===== config.mk =====
export PLATFORM = sky130hd
export DESIGN_NAME = axi_dw_downsize_w_seq
export DESIGN_NICKNAME = d
export VERILOG_FILES = /design/src/rtl/axi_dw_downsize_w_seq.sv
export SDC_FILE = /design/constraint.sdc
export NUM_CORES = 1
export LEC_CHECK = 0
export ABC_AREA = 1
export BUFFER_PORTS_ARGS = -buffer_cell sky130_fd_sc_hd__buf_4
export CAP_MARGIN = 20
export CELL_PAD_IN_SITES_DETAIL_PLACEMENT = 1
export CELL_PAD_IN_SITES_GLOBAL_PLACEMENT = 1
export CORE_MARGIN = 2
export CORE_UTILIZATION = 40
export DETAILED_ROUTE_END_ITERATION = 10
export GPL_ROUTABILITY_DRIVEN = 1
export PLACE_DENSITY = 0.85
export SETUP_SLACK_MARGIN = 0.5
export SYNTH_ARGS = -nofsm -noshare
export SYNTH_HDL_FRONTEND = slang
export SYNTH_SLANG_ARGS = --single-unit

===== constraint.sdc =====
create_clock -name clk_i -period 2.5 [get_ports clk_i]
set_clock_uncertainty 0.1 [all_clocks]
set_input_delay 0.375 -clock clk_i [delete_from_list [all_inputs] [get_ports clk_i]]
set_output_delay 0.375 -clock clk_i [all_outputs]
set_load 0.005 [all_outputs]

===== src/rtl/axi_dw_downsize_w_seq.sv =====
// axi_dw_downsize_w_seq: write-data sequencer for an AXI data-width downsizer.
// Queues accepted AW commands and, for each wide W beat, issues the narrow
// beats that cover the active bytes. It drives the narrow lane select, and it
// consumes the wide beat on the last narrow handshake of that beat.
//
// Ports:
//   clk_i, rst_ni              clock, asynchronous active-low reset
//   cmd_valid_i / cmd_ready_o  AW command handshake (addr, len, size, burst)
//   slv_w_valid_i/_last_i      wide W beat present and its last flag
//   slv_w_ready_o              wide beat consumed
//   mst_w_valid_o/_ready_i     narrow beat handshake
//   mst_w_last_o               final narrow beat of the burst
//   lane_sel_o                 narrow lane currently driven
//   busy_o                     burst in progress
//   last_err_o                 one-cycle pulse on a W-last mismatch
//   mst_beat_cnt_o             narrow handshake counter
//
// Optional feature: define AXI_DW_DOWNSIZE_W_SEQ_PERF_EN to build the narrow
// beat counter. Without it, mst_beat_cnt_o is tied to zero.
module axi_dw_downsize_w_seq #(
   parameter int unsigned AxiAddrWidth    = 64,
   parameter int unsigned AxiSlvDataWidth = 64,
   parameter int unsigned AxiMstDataWidth = 32,
   parameter int unsigned AxiMaxTrans     = 4
) (
   input  logic                    clk_i,
   input  logic                    rst_ni,
   input  logic                    cmd_valid_i,
   output logic                    cmd_ready_o,
   input  logic [AxiAddrWidth-1:0] cmd_addr_i,
   input  logic [7:0]              cmd_len_i,
   input  logic [2:0]              cmd_size_i,
   input  logic [1:0]              cmd_burst_i,
   input  logic                    slv_w_valid_i,
   input  logic                    slv_w_last_i,
   output logic                    slv_w_ready_o,
   output logic                    mst_w_valid_o,
   input  logic                    mst_w_ready_i,
   output logic                    mst_w_last_o,
   output logic [$clog2(AxiSlvDataWidth/AxiMstDataWidth)-1:0] lane_sel_o,
   output logic                    busy_o,
   output logic                    last_err_o,
   output logic [31:0]             mst_beat_cnt_o
);

   localparam int unsigned mst_off = $clog2(AxiMstDataWidth / 8);
   localparam int unsigned slv_off = $clog2(AxiSlvDataWidth / 8);
   localparam int unsigned lane_w  = slv_off - mst_off;
   localparam int unsigned nb_w    = lane_w + 1;
   localparam int unsigned ptr_w   = (AxiMaxTrans > 1) ? $clog2(AxiMaxTrans) : 1;
   localparam int unsigned cnt_w   = $clog2(AxiMaxTrans + 1);

   localparam logic [1:0] burst_fixed = 2'b00;

   typedef struct packed {
      logic [AxiAddrWidth-1:0] addr;
      logic [7:0]              len;
      logic [2:0]              size;
      logic [1:0]              burst;
   } cmd_t;

   typedef enum logic {IDLE, SEND} state_t;

   // Sizes wider than the slave bus are treated as full-width beats.
   function automatic logic [2:0] eff_size(input logic [2:0] sz);
      if (32'(sz) > slv_off) return 3'(slv_off);
      return sz;
   endfunction

   // Narrow beats needed for one wide beat starting at lane ln.
   function automatic logic [nb_w-1:0] beats_of(input logic [lane_w-1:0] ln,
                                                 input logic [2:0]        sz);
      logic [2:0]      k;
      logic [nb_w-1:0] span;
      logic [nb_w-1:0] mask;
      if (32'(sz) <= mst_off) return nb_w'(1);
      k    = sz - 3'(mst_off);
      span = nb_w'(1) << k;
      mask = span - nb_w'(1);
      return span - ({1'b0, ln} & mask);
   endfunction

   // Next size-aligned address for INCR/WRAP (wrap boundary not applied).
   function automatic logic [AxiAddrWidth-1:0] next_addr(input logic [AxiAddrWidth-1:0] a,
                                                         input logic [2:0]              sz);
      logic [AxiAddrWidth-1:0] step;
      step = AxiAddrWidth'(1) << sz;
      return (a & ~(step - AxiAddrWidth'(1))) + step;
   endfunction

   function automatic logic [ptr_w-1:0] ptr_inc(input logic [ptr_w-1:0] p);
      if (p == ptr_w'(AxiMaxTrans - 1)) return '0;
      return p + ptr_w'(1);
   endfunction

   // Command FIFO
   cmd_t             mem [AxiMaxTrans];
   logic [ptr_w-1:0] wr_q;
   logic [ptr_w-1:0] rd_q;
   logic [cnt_w-1:0] cnt_q;
   cmd_t             cmd_in;
   cmd_t             head;
   logic             push;
   logic             pop;

   // Burst state
   state_t                  state_q;
   logic [AxiAddrWidth-1:0] addr_q;
   logic [7:0]              len_q;
   logic [2:0]              size_q;
   logic [1:0]              burst_q;
   logic [7:0]              beat_q;
   logic [lane_w-1:0]       lane_q;
   logic [nb_w-1:0]         nb_q;
   logic                    err_q;

   logic                    hs;
   logic                    wide_last;
   logic                    burst_last;
   logic [AxiAddrWidth-1:0] nxt_addr;
   logic [lane_w-1:0]       nxt_lane;
   logic [2:0]              head_size;
   logic [lane_w-1:0]       head_lane;

   assign cmd_in = '{addr: cmd_addr_i, len: cmd_len_i, size: cmd_size_i, burst: cmd_burst_i};
   assign head   = mem[rd_q];

   // Pop only depends on registered state, so a full FIFO can accept in the pop cycle.
   assign pop         = (state_q == IDLE) && (cnt_q != '0);
   assign cmd_ready_o = (cnt_q != cnt_w'(AxiMaxTrans)) || pop;
   assign push        = cmd_valid_i && cmd_ready_o;

   assign mst_w_valid_o = (state_q == SEND) && slv_w_valid_i;
   assign hs            = mst_w_valid_o && mst_w_ready_i;
   assign wide_last     = (nb_q == nb_w'(1));
   assign burst_last    = (beat_q == len_q);
   assign slv_w_ready_o = hs && wide_last;
   assign mst_w_last_o  = (state_q == SEND) && wide_last && burst_last;
   assign busy_o        = (state_q == SEND);
   assign lane_sel_o    = lane_q;
   assign last_err_o    = err_q;

   // FIXED bursts keep the original address, hence the original lane.
   assign nxt_addr  = next_addr(addr_q, size_q);
   assign nxt_lane  = (burst_q == burst_fixed) ? addr_q[slv_off-1:mst_off]
                                               : nxt_addr[slv_off-1:mst_off];
   assign head_size = eff_size(head.size);
   assign head_lane = head.addr[slv_off-1:mst_off];

   // FIFO storage, no reset needed: occupancy is tracked by cnt_q.
   always_ff @(posedge clk_i) begin
      if (push) mem[wr_q] <= cmd_in;
   end

   // FIFO pointers and occupancy
   always_ff @(posedge clk_i or negedge rst_ni) begin
      if (!rst_ni) begin
         wr_q  <= '0;
         rd_q  <= '0;
         cnt_q <= '0;
      end else begin
         if (push) wr_q <= ptr_inc(wr_q);
         if (pop)  rd_q <= ptr_inc(rd_q);
         if (push && !pop)      cnt_q <= cnt_q + cnt_w'(1);
         else if (pop && !push) cnt_q <= cnt_q - cnt_w'(1);
      end
   end

   // Burst sequencer
   always_ff @(posedge clk_i or negedge rst_ni) begin
      if (!rst_ni) begin
         state_q <= IDLE;
         addr_q  <= '0;
         len_q   <= '0;
         size_q  <= '0;
         burst_q <= '0;
         beat_q  <= '0;
         lane_q  <= '0;
         nb_q    <= '0;
         err_q   <= 1'b0;
      end else begin
         err_q <= slv_w_ready_o && (slv_w_last_i != burst_last);
         if (state_q == IDLE) begin
            if (pop) begin
               state_q <= SEND;
               addr_q  <= head.addr;
               len_q   <= head.len;
               size_q  <= head_size;
               burst_q <= head.burst;
               beat_q  <= '0;
               lane_q  <= head_lane;
               nb_q    <= beats_of(head_lane, head_size);
            end
         end else if (hs) begin
            if (wide_last) begin
               if (burst_last) begin
                  state_q <= IDLE;
               end else begin
                  beat_q <= beat_q + 8'd1;
                  if (burst_q != burst_fixed) addr_q <= nxt_addr;
                  lane_q <= nxt_lane;
                  nb_q   <= beats_of(nxt_lane, size_q);
               end
            end else begin
               lane_q <= lane_q + lane_w'(1);
               nb_q   <= nb_q - nb_w'(1);
            end
         end
      end
   end

`ifdef AXI_DW_DOWNSIZE_W_SEQ_PERF_EN
   logic [31:0] perf_q;

   // Narrow handshake counter, wraps naturally at 2^32.
   always_ff @(posedge clk_i or negedge rst_ni) begin
      if (!rst_ni)  perf_q <= '0;
      else if (hs)  perf_q <= perf_q + 32'd1;
   end

   assign mst_beat_cnt_o = perf_q;
`else
   assign mst_beat_cnt_o = '0;
`endif

endmodule

==> summary.txt <==
outcome = completed
largest net degree at the start of global routing = 37
fillers = 1,355
Critical Path Source = beat_q[5]$_DFFE_PN0P_
R2R depth = 8
most frequent cells in the layout = nand2_1, buf_4, edfxtp_1, nor2_1, o21ai_0
Die W = 114 um
First DRT Iteration DRCs = 113
endpoint of the worst hold path = mem[1][9]$_DFFE_PP_
post-route insts no fill = 695
Max Cap Viol = 0
Worst setup EP type = primary output
Slew @ Worst Pin = 508 ps
initial antenna violation count = 0
Storage cell area = 2830 um2
height of the die = 114 um
std cell rows = 40
Syn Area/Cell = 9.99 um2
Initial Util = 40.5%
Hold Crit Class = input port to register
Max VDD drop = 0.000570 V
Pre-antenna DRT Iters = 4
Global Route Usage Sum = 17.9%
Critical Path AT = 1560 ps
CTS tree = yes
WL/cell = 16.4 um
CP Class = register to primary output
DRC Markers = 0
top_reg_cell synth = edfxtp_1
Port-buffer cells = 28
Worst-Skew Late Latency = 350 ps
n_diodes = 0
layout cells sized above 1 = 24.1%
total power = 5.26 mW
WP data required = 2030 ps
commonest non-fill, non-tap cell in the layout = nand2_1
Routed Antenna Nets = 0
TNS Setup = 0 ps
netlist area before placement = 4820 um2
sequential area share after synthesis = 58.5%
die footprint = 13,000 um2
R2R Path Start = cnt_q[0]$_DFFE_PN0P_
slew margin rel. = 66.1%
worst r2r dst = cnt_q[1]$_DFFE_PN0P_
PnR worst setup slack = 462 ps
hold path cells = 1
fin. max-slew vios = 0
worst hold start = cmd_len_i[4]
number of global-route vias before repair = 3,608
setup slack, reg-to-reg = 520 ps
Inserted Clock Buffers = 9
area of the multi-input gates = 1670 um2
I/O Pins = 122
crit-path max FO = 4
Post-synth EDFFs = 64
first-pass GRT wire length = 17.7 mm
CTS H-Tree Depth = 3
RSZ-0062 raised after global routing = yes
Setup WS pre-CTS = 319 ps
Synth warnings = 0
GPL Wtd Cong = 0.799
Synth Register Bits = 100
FMAX = 0.491 GHz
synthesized netlist cell count = 483
Distinct cells, synth = 39
final setup fails = 0
Core Box Area = 11,900 um2
final net count = 637
placed cell count = 652
pwr/cell area = 924 nW/um2
Startpoint Class = register
Hold Vio Cnt, Final = 0
DP HPWL = 7.05 mm
Reg clk slew, reported paths = 70 ps
final WL = 11.4 mm
routed vias/inst = 5.03
Tmin final = 2040 ps
root buf cell = clkbuf_16
clk buf depth = 2
Overflow after GRT = 0
fin crit share = 81.5%
Area Overhead vs Synth = 18.0%
fraction of registers with async set/reset = 36.0%
Vias = 3,493
Lkg Pwr = 2.41 nW
clk sink count = 100
cell type report:
| cell class | count | area share (%) |
|---|---|---|
| flip-flops and latches | 100 | 49.7 |
| repair buffers | 65 | 8.62 |
| well taps | 147 | 3.23 |
| clock buffers | 9 | 3.96 |
| inverters | 48 | 3.38 |
| clock inverters | 7 | 1.74 |
| multi-input cells | 319 | 29.4 |
synth_stat cells, types with 8 or more instances:
| library cell | instances | share of area [%] |
|---|---|---|
| dfrtp_1 | 36 | 19 |
| inv_1 | 40 | 3.1 |
| o22ai_1 | 9 | 1.2 |
| nand3_1 | 20 | 2.1 |
| buf_4 | 32 | 5.0 |
| ha_1 | 10 | 2.6 |
| edfxtp_1 | 64 | 40 |
| nor2_1 | 58 | 4.5 |
| nand4_1 | 8 | 1.0 |
| buf_2 | 8 | 0.83 |
| a21oi_1 | 8 | 0.83 |
| nand2_1 | 86 | 6.7 |
| o21ai_0 | 45 | 4.7 |
kinds of logic (layout without fill, tap and decap cells):
logic type      after synthesis  after routing  synth area share (%)
xor+xnor                      8              8                  1.45
compound gates               81             81                  9.85
mux                           1              1                 0.233
fa+ha+maj                    11             11                  3.01
buf+inv                      95            129                  10.5
flops                       100            100                  58.5
other cells                   1             32                0.0777
simple gates                186            186                  16.4
per-layer routing:
| layer | share of wire (%) | GRT usage, % | up-vias |
|---|---|---|---|
| li1 | - | - | 1669 |
| met1 | 43 | 20.9 | 1720 |
| met2 | 51 | 32.3 | 86 |
| met3 | 3.4 | 3.35 | 18 |
| met4 | 2.3 | 7.48 | 0 |
| met5 | 0 | 0 | - |
state kept, by name, indices dropped and copies added (netlist names), 3 cells and up:
signal / count
mem: 64
beat_q: 8
len_q: 8
addr_q: 3
cnt_q: 3
size_q: 3
metrics by stage:
stage	area (um2)	util, %	hold WS (ps)
floorplan	4960	-	-20.6
global placement	5100	42.8	268
detailed placement	5100	42.8	279
CTS	5550	46.6	108
global route	5690	47.8	114
finish	5690	47.8	118
worst max-delay path, stage by stage (launching register included):
cell and delay (ps):
dfrtp_2 410, inv_2 70, nand2_2 50, nand4_1 120
nor2_2 210, nand4_1 170, inv_1 80, buf_4 100
how the worst max path moves through the flow:
stage                                end  slack, ps  cells after the start
finish                      mst_w_last_o        460                      7
CTS                 cnt_q[1]$_DFFE_PN0P_        470                      8
global route                mst_w_last_o        370                      7
detailed placement  cnt_q[1]$_DFFE_PN0P_        320                      8
global placement    cnt_q[1]$_DFFE_PN0P_        390                      8
floorplan           cnt_q[1]$_DFFE_PN0P_        510                      8
report_power, final:
| part | switching, mW | internal [mW] |
|---|---|---|
| Clock | 0.645 | 0.884 |
| Combinational | 0.862 | 0.557 |
| Sequential | 0.187 | 2.13 |
| Total | 1.69 | 3.57 |
repair_timing:
| item | 4_1_cts | 5_1_grt |
|---|---|---|
| hold endpoints to repair | 36 | 0 |
| pin swaps | 6 | 13 |
| setup buffers | 12 | 14 |
| gates resized for setup | 9 | 20 |
| hold buffers | 1 | 0 |
| endpoints found under the setup margin | 5 | 9 |
No activity file was read; power rests on OpenSTA's default activity.
